### src/rtl/mmc_spi_pkg.sv
// Shared types and constants for the MMC/SD SPI initiator.
package mmc_spi_pkg;

    localparam int unsigned HALF_SLOW_DEF = 32;
    localparam int unsigned HALF_FAST_DEF = 1;
    localparam int unsigned POLL_MAX_DEF  = 1024;
    localparam int unsigned DATA_W        = 8;
    localparam int unsigned BIT_W         = 3;
    localparam int unsigned BYTE_W        = 11;

    localparam logic [DATA_W-1:0] IDLE_BYTE = 8'hFF;

    typedef enum logic [1:0] {
        CMD_XFER     = 2'd0,
        CMD_POLL     = 2'd1,
        CMD_IDLE_CLK = 2'd2,
        CMD_CS_ONLY  = 2'd3
    } cmd_t;

    // SETUP and NEXT coincide with the shifter load edge, so the register
    // only ever holds IDLE, LOW, HIGH or FINISH.
    typedef enum logic [2:0] {
        ST_IDLE,
        ST_SETUP,
        ST_LOW,
        ST_HIGH,
        ST_NEXT,
        ST_FINISH
    } state_t;

    function automatic int unsigned max_u(input int unsigned a, input int unsigned b);
        return (a > b) ? a : b;
    endfunction

endpackage

### src/rtl/mmc_spi_shifter.sv
// Half-period divider plus 8-bit mode-0 shift/sample engine.
// A load presents bit7 immediately; a load on the final falling edge chains bytes back-to-back.
module mmc_spi_shifter
    import mmc_spi_pkg::*;
#(
    parameter int unsigned HALF_W = 6
) (
    input  logic              clk_sys,
    input  logic              reset,
    input  logic              i_load,
    input  logic [DATA_W-1:0] i_data,
    input  logic [HALF_W-1:0] i_half,
    input  logic              i_miso,
    output logic              o_sck,
    output logic              o_mosi,
    output logic [DATA_W-1:0] o_rx,
    output logic              o_rise_c,
    output logic              o_fall_c,
    output logic              o_last_c
);

    logic              r_sck;
    logic              r_mosi;
    logic              r_active;
    logic [DATA_W-1:0] r_sh;
    logic [DATA_W-1:0] r_rx;
    logic [HALF_W-1:0] r_cnt;
    logic [HALF_W-1:0] r_half;
    logic [BIT_W-1:0]  r_bit;
    logic              w_end;

    assign w_end    = r_active && (r_cnt == HALF_W'(r_half - HALF_W'(1)));
    assign o_rise_c = w_end && !r_sck;
    assign o_fall_c = w_end && r_sck;
    assign o_last_c = o_fall_c && (r_bit == BIT_W'(7));

    assign o_sck  = r_sck;
    assign o_mosi = r_mosi;
    assign o_rx   = r_rx;

    always_ff @(posedge clk_sys) begin
        if (reset) begin
            r_sck    <= 1'b0;
            r_mosi   <= 1'b1;
            r_active <= 1'b0;
            r_sh     <= '1;
            r_rx     <= '0;
            r_cnt    <= '0;
            r_half   <= '0;
            r_bit    <= '0;
        end else if (i_load) begin
            r_active <= 1'b1;
            r_sck    <= 1'b0;
            r_mosi   <= i_data[DATA_W-1];
            r_sh     <= {i_data[DATA_W-2:0], 1'b1};
            r_cnt    <= '0;
            r_bit    <= '0;
            r_half   <= i_half;
        end else if (w_end) begin
            r_cnt <= '0;
            if (!r_sck) begin
                r_sck <= 1'b1;
                r_rx  <= {r_rx[DATA_W-2:0], i_miso};
            end else begin
                r_sck <= 1'b0;
                if (r_bit == BIT_W'(7)) begin
                    r_active <= 1'b0;
                    r_mosi   <= 1'b1;
                end else begin
                    r_bit  <= BIT_W'(r_bit + BIT_W'(1));
                    r_mosi <= r_sh[DATA_W-1];
                    r_sh   <= {r_sh[DATA_W-2:0], 1'b1};
                end
            end
        end else if (r_active) begin
            r_cnt <= HALF_W'(r_cnt + HALF_W'(1));
        end
    end

endmodule

### src/rtl/mmc_spi_master.sv
// SPI initiator for the MMC/SD bus: command sequencing, chip select, byte counting
// and POLL timeout around the mmc_spi_shifter bit engine.
module mmc_spi_master
    import mmc_spi_pkg::*;
#(
    parameter int unsigned HALF_SLOW = HALF_SLOW_DEF,
    parameter int unsigned HALF_FAST = HALF_FAST_DEF,
    parameter int unsigned POLL_MAX  = POLL_MAX_DEF
) (
    input  logic       clk_sys,
    input  logic       reset,
    input  logic       start,
    input  logic [1:0] cmd,
    input  logic [7:0] tx_data,
    input  logic       cs_en,
    input  logic       fast,
    output logic       busy,
    output logic       done,
    output logic [7:0] rx_data,
    output logic       timeout,
    output logic       mmc_sck,
    output logic       mmc_mosi,
    output logic       mmc_cs,
    input  logic       mmc_miso
);

    localparam int unsigned HALF_W = $clog2(max_u(HALF_SLOW, HALF_FAST) + 1);

    state_t              r_state;
    state_t              w_next;
    cmd_t                r_cmd;
    cmd_t                w_cmd;
    logic                r_cs;
    logic                r_busy;
    logic                r_done;
    logic                r_timeout;
    logic [DATA_W-1:0]   r_rx_data;
    logic [BYTE_W-1:0]   r_bytes;
    logic [BYTE_W-1:0]   r_target;
    logic [HALF_W-1:0]   r_half;

    logic                w_accept;
    logic                w_load;
    logic                w_more;
    logic                w_byte_end;
    logic [DATA_W-1:0]   w_tx;
    logic [DATA_W-1:0]   w_rx;
    logic [HALF_W-1:0]   w_half;
    logic [BYTE_W-1:0]   w_bytes_inc;
    logic                w_rise;
    logic                w_fall;
    logic                w_last;

    assign w_cmd = cmd_t'(cmd);

    mmc_spi_shifter #(
        .HALF_W (HALF_W)
    ) u_shifter (
        .clk_sys  (clk_sys),
        .reset    (reset),
        .i_load   (w_load),
        .i_data   (w_tx),
        .i_half   (w_half),
        .i_miso   (mmc_miso),
        .o_sck    (mmc_sck),
        .o_mosi   (mmc_mosi),
        .o_rx     (w_rx),
        .o_rise_c (w_rise),
        .o_fall_c (w_fall),
        .o_last_c (w_last)
    );

    // Next state; the done cycle (FINISH) is idle and may accept a new start.
    always_comb begin
        w_next      = r_state;
        w_accept    = 1'b0;
        w_load      = 1'b0;
        w_more      = 1'b0;
        w_byte_end  = 1'b0;
        w_tx        = IDLE_BYTE;
        w_half      = r_half;
        w_bytes_inc = BYTE_W'(r_bytes + BYTE_W'(1));
        case (r_state)
            ST_IDLE, ST_FINISH: begin
                w_next = ST_IDLE;
                if (start) begin
                    w_accept = 1'b1;
                    w_half   = fast ? HALF_W'(HALF_FAST) : HALF_W'(HALF_SLOW);
                    if (w_cmd == CMD_CS_ONLY) begin
                        w_next = ST_FINISH;
                    end else begin
                        w_next = ST_LOW;
                        w_load = 1'b1;
                        if (w_cmd == CMD_XFER) w_tx = tx_data;
                    end
                end
            end
            ST_LOW: begin
                if (w_rise) w_next = ST_HIGH;
            end
            ST_HIGH: begin
                if (w_last) begin
                    w_byte_end = 1'b1;
                    case (r_cmd)
                        CMD_POLL:     w_more = (w_rx == IDLE_BYTE) &&
                                               (w_bytes_inc != BYTE_W'(POLL_MAX));
                        CMD_IDLE_CLK: w_more = (w_bytes_inc != r_target);
                        default:      w_more = 1'b0;
                    endcase
                    if (w_more) begin
                        w_load = 1'b1;
                        w_next = ST_LOW;
                    end else begin
                        w_next = ST_FINISH;
                    end
                end else if (w_fall) begin
                    w_next = ST_LOW;
                end
            end
            default: w_next = ST_IDLE;
        endcase
    end

    always_ff @(posedge clk_sys) begin
        if (reset) begin
            r_state   <= ST_IDLE;
            r_cmd     <= CMD_XFER;
            r_cs      <= 1'b1;
            r_busy    <= 1'b0;
            r_done    <= 1'b0;
            r_timeout <= 1'b0;
            r_rx_data <= '0;
            r_bytes   <= '0;
            r_target  <= '0;
            r_half    <= '0;
        end else begin
            r_state <= w_next;
            r_done  <= 1'b0;
            if (w_accept) begin
                r_cmd     <= w_cmd;
                r_timeout <= 1'b0;
                r_bytes   <= '0;
                r_half    <= w_half;
                r_target  <= (tx_data == 8'd0) ? BYTE_W'(256) : BYTE_W'(tx_data);
                r_cs      <= (w_cmd == CMD_IDLE_CLK) ? 1'b1 : ~cs_en;
                r_busy    <= (w_cmd != CMD_CS_ONLY);
                r_done    <= (w_cmd == CMD_CS_ONLY);
            end
            if (w_byte_end) begin
                r_bytes <= w_bytes_inc;
                if (!w_more) begin
                    r_busy    <= 1'b0;
                    r_done    <= 1'b1;
                    r_rx_data <= w_rx;
                    r_timeout <= (r_cmd == CMD_POLL) && (w_rx == IDLE_BYTE);
                end
            end
        end
    end

    assign busy    = r_busy;
    assign done    = r_done;
    assign rx_data = r_rx_data;
    assign timeout = r_timeout;
    assign mmc_cs  = r_cs;

endmodule

### config.mk
export PLATFORM = sky130hd
export DESIGN_NAME = mmc_spi_master
export DESIGN_NICKNAME = d
export VERILOG_FILES = /design/src/rtl/mmc_spi_pkg.sv /design/src/rtl/mmc_spi_shifter.sv /design/src/rtl/mmc_spi_master.sv
export SDC_FILE = /design/constraint.sdc
export NUM_CORES = 1
export LEC_CHECK = 0
export BUFFER_PORTS_ARGS = -buffer_cell sky130_fd_sc_hd__buf_2
export CAP_MARGIN = 25
export CORE_UTILIZATION = 45
export CTS_CLUSTER_DIAMETER = 50
export DETAILED_ROUTE_END_ITERATION = 8
export GPL_TIMING_DRIVEN = 0
export SETUP_SLACK_MARGIN = 0.15
export SLEW_MARGIN = 30
export SYNTH_ARGS = -nofsm -noshare
export SYNTH_HDL_FRONTEND = slang
export SYNTH_HIERARCHICAL = 1
export SYNTH_SLANG_ARGS = --single-unit
### constraint.sdc
create_clock -name clk_sys -period 6.1 [get_ports clk_sys]
set_input_delay 0.61 -clock clk_sys [delete_from_list [all_inputs] [get_ports clk_sys]]
set_output_delay 0.61 -clock clk_sys [all_outputs]
set_load 0.01 [all_outputs]
* Word level (Yosys, flattened, before mapping) *
Index checks and enable logic that the tools add are counted.

storage, ports and cells
  bits in registers = 78
  output and inout port bits = 14
  logic and storage cells = 121

cells by class
  add/sub/neg operators = 4
  equal/unequal tests = 16
  muxes and demuxes = 54
  bitwise operators = 5
  reduce and logical (&&, ||, !) cells = 24

operator list
  operator                 number
  $mux W8                  8
  $mux W1                  31
  $mux W11                 2
  $mux W3                  6
  $mux W6                  3
  $reduce_and A3 Y1        4
  $add A11 B1 Y11 const B  1
  $ne A11 B11 Y1           1
  $ne A11 B11 Y1 const B   1
  $mux W9                  1
  $pmux W3 S3              1
  $eq A8 B8 Y1 const B     1
  $logic_not A8 Y1         1
  $reduce_bool A2 Y1       4
  $add A6 B1 Y6 const B    1
  $eq A2 B2 Y1 const B     3
  $eq A3 B2 Y1 const B     2
  $eq A3 B3 Y1 const B     2
  $eq A6 B6 Y1             1
  $logic_and A1 B1 Y1      6
  $reduce_and A2 Y1        3
  $sub A6 B1 Y6 const B    1
  $not A1 Y1               5
  $ne A2 B1 Y1 const B     2
  other kinds (10)         12

* Depth between registers and ports, before layout *
Gate-level depths: netlist of run 1.

  depth after elaboration = 12
  depth in mapped cells = 16
  gate-level depth less buffers = 12

* By module *
The synthesis of run 1 kept the hierarchy.

by module, submodules not included
  module           instances  cells each  area an instance (um2)  sequential area each (um2)
  mmc_spi_master   1          300         2442.3                  860.8
  mmc_spi_shifter  1          178         1599.0                  660.6

* Least setup slack after synthesis of run 1 *
OpenSTA, ideal clock, no wires.

  path kind = register to register
  from = register u_shifter.r_half[0]
  to = register u_shifter.r_sh[1]
  library setup time = 0.125 ns
  arrival time = 3.711 ns
  required time = 5.975 ns
  path slack = 2.265 ns
  cell stages (with the launch flop) = 16
  buffers on the path = 4
  clock period less this slack = 3.835 ns
  path through = dfxtp_1 -> inv_1 -> ha_1 -> nor2b_1 -> or3_1 -> a31o_1 -> clkbuf_1 -> nor3_1 -> nand2_1 -> or2_2 -> clkbuf_1 -> clkbuf_1 -> o21ai_0 -> buf_1 -> nor3b_1 -> a21oi_1

between the ends
  word-level cells in the longest chain between the ends = 9
  elaborated cells between the ends (all ways) = 12
  classes of those cells = 1 x add/sub; 2 x eq/ne; 3 x mux; 6 x reduce/logical

ends and longest elaborated chain
  item                                                                 line                   RTL
  start, declared                                                      mmc_spi_shifter.sv:28  logic [HALF_W-1:0] r_half;
  start signal, assigned                                               mmc_spi_shifter.sv:58  r_half <= i_half;
  $sub A6 B1 Y6 *                                                      mmc_spi_shifter.sv:32  assign w_end = r_active && (r_cnt == HALF_W'(r_half - HALF_W'(1)));
  $eq A6 B6 Y1 *                                                       mmc_spi_shifter.sv:32
  $logic_and A1 B1 Y1 *                                                mmc_spi_shifter.sv:32
  $logic_and A1 B1 Y1 *                                                mmc_spi_shifter.sv:34  assign o_fall_c = w_end && r_sck;
  $logic_and A1 B1 Y1 *                                                mmc_spi_shifter.sv:35  assign o_last_c = o_fall_c && (r_bit == BIT_W'(7));
  named net w_last                                                     mmc_spi_master.sv:52   logic w_last;
  $mux W1 *                                                            mmc_spi_master.sv:102  if (w_last) begin
  $pmux W1 S2 *                                                        mmc_spi_master.sv:83   case (r_state)
  named net w_load                                                     mmc_spi_master.sv:43   logic w_load;
  $ne A2 B1 Y1 (no source line) or $reduce_bool A2 Y1 (tied branches)  -
  $reduce_and A3 Y1 (no source line)                                   -
  end signal, assigned                                                 mmc_spi_shifter.sv:55  r_sh <= {i_data[DATA_W-2:0], 1'b1};
  end signal, assigned                                                 mmc_spi_shifter.sv:72  r_sh <= {r_sh[DATA_W-2:0], 1'b1};
  end, declared                                                        mmc_spi_shifter.sv:25  logic [DATA_W-1:0] r_sh;

The timed path passes the listed nets; every way through them passes the cells marked *.
A chain may end at the register's enable or synchronous reset.

* Final worst setup path of run 1 *
Ends and elaborated chain as after synthesis.

==> results of run 1 <==
==> per-layer routing <==
metal	vias to the layer above	part of all wire (%)	GRT usage, %
met4	0	0.63	4.82
met5	-	0	0
met3	6	4.1	3.97
li1	1753	-	-
met2	62	46	33.5
met1	1564	50	28.2
==> registers in the layout (all words and copies together), names as in the netlist, 2 cells and up <==
register	cells
u_shifter/o_rx	8
u_shifter/r_half	6
r_state	3
r_half	6
r_cmd	2
u_shifter/r_cnt	6
u_shifter/r_sh	7
r_target	9
rx_data	8
r_bytes	11
u_shifter/r_bit	3
==> area by class of cell <==
type / count / area [µm²] / area share, %
inverter: 7 / 26.3 / 0.582
buffer: 30 / 166 / 3.69
multi-input combinational: 365 / 2330 / 51.6
tap: 108 / 135 / 2.99
timing repair buffer: 29 / 145 / 3.22
clock buffer: 9 / 124 / 2.74
clock inverter: 7 / 67.6 / 1.50
sequential: 76 / 1520 / 33.7
==> logic make-up (layout without fill, tap and decap cells) <==
logic type | count (synthesis) | count (layout) | share of synthesized area [%]
AND/OR/NAND/NOR | 218 | 218 | 29.2
AO/OA/AOI/OAI | 90 | 90 | 14.3
adder cells (fa/ha/maj) | 7 | 7 | 2.17
buffers and inverters | 37 | 82 | 4.77
flip-flops | 76 | 76 | 37.6
multiplexers | 27 | 27 | 6.72
XOR/XNOR | 23 | 23 | 5.17
==> per-stage QoR <==
step                      instance area (µm²)  setup slack, ns
after floorplan                          4040             2.26
after global placement                   4320             1.45
after detailed placement                 4320             1.42
after CTS                                4510             1.39
after global routing                     4510             1.03
final                                    4510             1.39
==> power by group <==
group          total (mW)  switching, mW  internal [mW]
Clock               0.382          0.195          0.187
Sequential          0.515        0.00823          0.507
Combinational      0.0870         0.0537         0.0333
==> critical path, stage by stage, from the launching register on <==
cell      delay [ns]
dfxtp_1         0.43
inv_1           0.07
ha_1            0.23
nor2b_1         0.13
or3_1           0.37
a31o_1          0.27
clkbuf_1        0.24
nor3_1          0.37
nand2_1         0.16
or2_2           0.29
clkbuf_1        0.23
clkbuf_1        0.30
o21ai_0         0.59
buf_1           0.55
nor3b_1         0.29
a21oi_1         0.06
==> cells in the final DEF (no fill, tap or decap), types with 7 or more instances in the layout <==
cell / netlist / layout
nand2b_1: 37 / 37
nand4_1: 15 / 15
clkbuf_8: 0 / 9
and2_1: 7 / 7
clkbuf_1: 20 / 20
dfxtp_1: 76 / 76
a21oi_1: 31 / 31
mux2i_1: 26 / 26
nor3_1: 7 / 7
buf_2: 3 / 32
a31oi_1: 11 / 11
ha_1: 7 / 7
nand2_1: 45 / 45
o21ai_0: 18 / 18
or3_1: 7 / 7
nor2_1: 48 / 48
inv_1: 7 / 7
nor2b_1: 16 / 16
xnor2_1: 11 / 11
xor2_1: 11 / 11
==> worst paths after layout <==
check                                         start                  to  slack (ns)  cells past startpoint
worst min-delay path             u_shifter/r_bit[2]  u_shifter/r_bit[2]        0.47                      2
worst max register to register  u_shifter/r_half[0]   u_shifter/r_sh[1]        1.39                     15
worst min register to register   u_shifter/r_bit[2]  u_shifter/r_bit[2]        0.47                      2
worst max-delay path            u_shifter/r_half[0]   u_shifter/r_sh[1]        1.39                     15
==> results.json, run 1 <==
{
  "grt_pass1_vias": 3231,
  "synth_edf_count": 0,
  "drv_slew": 0,
  "hp-class": "flop to flop",
  "place_hpwl_mm": 6.73,
  "tns_ns": 0,
  "cp.required_ns": 6.32,
  "synthFlopType": "dfxtp_1",
  "synth_most_common_cell": "dfxtp_1",
  "async_flop_share_pct": 0,
  "port_buffers": 29,
  "hold_buffers": 0,
  "synth_warnings": 6,
  "cts_resized": 0,
  "grt_setup_unrepaired": "no",
  "drt_iter0_drc": 151,
  "n_antenna_cell": 0,
  "ir_drop_v": 0.000103,
  "relSlewSlack_pct": 46.1,
  "period_needed_ns": 4.71,
  "final-hold-violation-count": 0,
  "cts.clk_slew.worst_paths_ns": 0.08,
  "num_rows": 34,
  "yosys-top-cells-area": "dfxtp_1 (38%), mux2i_1 (6.4%), nand2b_1 (5.7%)",
  "synthesis.area_mm2": 0.00404,
  "cp_max_fo": 10,
  "drt_first_pass_iters": 4,
  "holdWs_ns": 0.465,
  "clock_sinks": 76,
  "instances_no_fill": 631,
  "grt_max_degree": 14,
  "place_inst": 615,
  "io_pins": 30,
  "powerDensity_mw_per_mm2": 218,
  "dr_total_vias": 3385,
  "synth_top_cell_by_area": "dfxtp_1",
  "via_per_inst": 5.36,
  "drc": 0,
  "postLayoutCoreUtil_pct": 51.8,
  "status": "complete, no violations",
  "end_kind": "flop",
  "syn_nets": 501,
  "die-area_mm2": 0.00936,
  "fp.coreArea_mm2": 0.00872,
  "p_leak_nw": 1.72,
  "start_util_pct": 46.3,
  "worst_slew_pin_slew_ns": 0.803,
  "fmax_ghz": 0.212,
  "avgRoutedWirePerCell_um": 14.7,
  "syn_avg_cell_area_um2": 8.45,
  "ys_seq_area_share_pct": 37.6,
  "numCtsBuffers": 9,
  "cts_tree": "done",
  "critPathKind": "flop to flop",
  "postCtsSetupBuffers": 0,
  "synth_cells": 478,
  "finalNetCount": 541,
  "grtUsageTotal_pct": 20.6,
  "synth-seq-cells": 76,
  "yosysTopAreaCellShare_pct": 37.6,
  "power_mw": 0.984,
  "grt_pass1_wl_mm": 15.8,
  "overflow": 0,
  "cts_buffer_depth": 2,
  "drt-total-wl_mm": 9.28,
  "die_y_um": 96.8,
  "gp_congestion": 0.813,
  "root_buffer": "clkbuf_8",
  "maxCapViolCount": 0,
  "setup_viol": 0,
  "skew_ns": 0.0110,
  "period_share_pct": 77.2,
  "arrival_ns": 4.93,
  "postRouteAntennaNets": 0,
  "synth_common_cells": "dfxtp_1 (76), nor2_1 (48), nand2_1 (45)",
  "die_w_um": 96.8,
  "drive_above_1_share_pct": 13.0,
  "htreeDepth": 3,
  "yosysUniqueCellTypes": 61,
  "nFillCells": 856,
  "area_delta_synth_final_pct": 11.7,
  "insertion_delay_ns": 0.35,
  "antenna_found_initial": 0,
  "worstSetupStartpointType": "flop"
}
(Power assumes the default switching activity.)
==> run 2: changes to the inputs <==
--- a/config.mk
+++ b/config.mk
@@ -5,12 +5,14 @@
 export SDC_FILE = /design/constraint.sdc
 export NUM_CORES = 1
 export LEC_CHECK = 0
+export ABC_AREA = 1
 export BUFFER_PORTS_ARGS = -buffer_cell sky130_fd_sc_hd__buf_2
 export CAP_MARGIN = 25
 export CORE_UTILIZATION = 45
 export CTS_CLUSTER_DIAMETER = 50
 export DETAILED_ROUTE_END_ITERATION = 8
 export GPL_TIMING_DRIVEN = 0
+export PLACE_DENSITY = 0.65
 export SETUP_SLACK_MARGIN = 0.15
 export SLEW_MARGIN = 30
 export SYNTH_ARGS = -nofsm -noshare
==> constraint.sdc (replaced) <==
create_clock -name clk_sys -period 3.9 [get_ports clk_sys]
set_input_delay 0.39 -clock clk_sys [delete_from_list [all_inputs] [get_ports clk_sys]]
set_output_delay 0.39 -clock clk_sys [all_outputs]
set_load 0.01 [all_outputs]
==> run 2 against run 1 <==
Effect of this change: sequential share of layout area is 1.2 points higher; worst setup slack worse by 0.92 ns; first-iteration DRC count is 0.66% lower; utilization is 1.1 points higher; area after synthesis is 4.1% lower; fmax is 37% higher; flip-flop and latch count stayed put; combinational power is 150% higher; synthesized cell count is 22% higher.
==> results.json, run 2 <==
{
  "antenna_found_initial": 0,
  "powerDensity_mw_per_mm2": 385,
  "wl_met1_mm": 4.43,
  "period_needed_ns": 3.43,
  "synth_edf_count": 0,
  "crit_end": "u_shifter/o_mosi",
  "synth_top_cell_by_area": "dfxtp_1",
  "synthFlopType": "dfxtp_1",
  "met3WireLength_um": 313,
  "dr_total_vias": 3653,
  "num_rows": 33,
  "wl_met2_mm": 4.25,
  "final_cell_mix": "nand2_1 (158), dfxtp_1 (76), nor2_1 (74)",
  "hold_buffers": 0,
  "grt_pass1_vias": 3373,
  "die_w_um": 94.8,
  "yosys-top-cells-area": "dfxtp_1 (39%), nand2_1 (15%), nor2_1 (7.3%)",
  "largest_register_ffs": 11,
  "clock_sinks": 76,
  "synth_most_common_cell": "nand2_1",
  "r2r_cells": 20,
  "period_share_pct": 87.9,
  "via_per_inst": 4.99,
  "arrival_ns": 3.68,
  "drv_slew": 0,
  "skew_ns": 0.0110,
  "setup_viol": 0,
  "cts.clk_slew.worst_paths_ns": 0.09,
  "nFillCells": 856,
  "r2r_start": "u_shifter/r_half[0]",
  "highest_layer": "met4",
  "relSlewSlack_pct": 63.7,
  "r2r_setup_slack_ns": 0.47,
  "postCtsSetupBuffers": 0,
  "design_area_mm2": 0.00436,
  "p_leak_nw": 1.97,
  "synth-seq-cells": 76,
  "drt_iter0_drc": 150,
  "grt_pass1_wl_mm": 15.4,
  "insertion_delay_ns": 0.36,
  "final-hold-violation-count": 0,
  "ir_drop_v": 0.000189,
  "numCtsBuffers": 9,
  "drc": 0,
  "hp-class": "input port to flop",
  "synth_common_cells": "nand2_1 (158), dfxtp_1 (76), nor2_1 (75)",
  "synthesis.area_mm2": 0.00388,
  "syn_avg_cell_area_um2": 6.65,
  "postRouteAntennaNets": 0,
  "die-area_mm2": 0.00899,
  "fp.coreArea_mm2": 0.00826,
  "yosys.area_share.simple_pct": 37.6,
  "tns_ns": 0,
  "ys_seq_area_share_pct": 39.3,
  "yosysTopAreaCellShare_pct": 39.3,
  "port_buffers": 28,
  "async_flop_share_pct": 0,
  "finalNetCount": 645,
  "grtUsageTotal_pct": 22.2,
  "io_pins": 30,
  "synth-adder-area-share_pct": 2.26,
  "n_antenna_cell": 0,
  "worstSetupStartpointType": "flop",
  "drt_first_pass_iters": 4,
  "synthXorXnorAreaFrac_pct": 1.13,
  "grt_max_degree": 15,
  "cp.required_ns": 4.15,
  "r2r_end": "u_shifter/o_mosi",
  "grt_setup_unrepaired": "no",
  "end_kind": "flop",
  "htreeDepth": 3,
  "place_hpwl_mm": 6.92,
  "syn_nets": 606,
  "status": "complete, no violations",
  "reg_top3": "r_bytes (11), r_target (9)",
  "top_register": "r_bytes",
  "place_area_mm2": 0.00415,
  "start_util_pct": 46.9,
  "cts_tree": "done",
  "area_delta_synth_final_pct": 12.5,
  "avgRoutedWirePerCell_um": 12.5,
  "overflow": 0,
  "synth_cells": 583,
  "synth_warnings": 6,
  "worst_slew_pin_slew_ns": 0.545,
  "muxShareOfSynthArea_pct": 0,
  "drt-total-wl_mm": 9.14,
  "drive_above_1_share_pct": 12.3,
  "final_common_cell": "nand2_1",
  "layout_setup_ws_ns": 0.473,
  "startpoint": "u_shifter/r_half[0]",
  "critPathKind": "flop to flop",
  "die_y_um": 94.8,
  "pre_cts_ws_ns": 0.178,
  "synth_compound_area_share_pct": 9.88,
  "cp_max_fo": 10,
  "yosysUniqueCellTypes": 39,
  "maxCapViolCount": 0,
  "fmax_ghz": 0.292,
  "cts_buffer_depth": 2,
  "gp_congestion": 0.840,
  "synth_top_family_by_area": "simple AND/OR/NAND/NOR gates",
  "root_buffer": "clkbuf_8"
}
[run 2: changes by cell type after synthesis, moves of 10 or more]
cell / delta
nand2_1: +113
inv_1: +66
nand3_1: +48
nand2b_1: -36
nor2_1: +27
mux2i_1: -26
nor2b_1: -16
a31oi_1: -11
nand4_1: -10
[run 2: per-stage QoR]
stage / total power [mW] / util (%) / cells / hold WS (ns)
6_report: 1.68 / 52.8 / 732 / 0.251
5_1_grt: 1.77 / 52.8 / 732 / 0.253
4_1_cts: 1.69 / 52.8 / 732 / 0.247
3_5_place_dp: 1.06 / 50.2 / 716 / 0.439
3_3_place_gp: 1.05 / 50.2 / 716 / 0.436
2_1_floorplan: 0.999 / - / 583 / 0.425
[run 2: logic make-up (layout without fill, tap and decap cells)]
| family | Yosys count | count (layout) |
|---|---|---|
| and+or+nand+nor | 330 | 330 |
| buffers and inverters | 96 | 140 |
| DFF | 76 | 76 |
| AOI/OAI and AO/OA | 69 | 69 |
| adders and majority gates | 7 | 7 |
| xor gates and xnor gates | 5 | 5 |
[run 2: repair_timing]
action,4_1_cts,5_1_grt
endpoints found under the setup margin,4,15
gates resized for setup,1,3
cloned,0,0
[run 2: where the power goes]
part	switching, mW	internal [mW]
logic	0.145	0.0716
registers	0.0178	0.808
clock network	0.318	0.318
[run 2: worst min path at each step]
| stage | to | depth (start not counted) | start | slack (ns) |
|---|---|---|---|---|
| finish | u_shifter/o_rx[0] | 3 | mmc_miso | 0.25 |
| global route | u_shifter/o_rx[0] | 3 | mmc_miso | 0.25 |
| CTS | u_shifter/o_rx[0] | 3 | mmc_miso | 0.25 |
| detailed placement | r_half[1] | 2 | r_half[1] | 0.44 |
| global placement | r_half[3] | 2 | r_half[3] | 0.44 |
| floorplan | r_half[1] | 2 | r_half[1] | 0.42 |
[run 2: routing by layer]
layer	global-route usage [%]	vias up
li1	-	1925
met5	0	-
met3	3.62	12
met2	36.8	56
met4	9.34	0
met1	28.3	1660
[run 2: cell type report]
type,instances,area [µm²],area share (%)
Multi-Input combinational cell,411,1970,45.2
Tap cell,105,131,3.01
Clock buffer,10,138,3.16
Clock inverter,6,71.3,1.64
Timing Repair Buffer,28,140,3.21
Sequential cell,76,1520,34.9
Buffer,18,93.8,2.15
Inverter,78,293,6.71
[run 2: critical path, stage by stage, from the launching register on]
cell and delay (ns):
dfxtp_1 0.37, inv_2 0.07, ha_1 0.30, inv_1 0.04, nand2_1 0.05, nand2_1 0.05, nor2_2 0.12, nand3_2 0.12
nor2_8 0.17, nand4_1 0.14, inv_1 0.13, inv_1 0.06, nor2_2 0.24, buf_4 0.22, inv_1 0.06, o21ai_0 0.17
clkbuf_2 0.25, clkinv_1 0.26, clkbuf_2 0.29, nand3_1 0.13, nand3_1 0.08
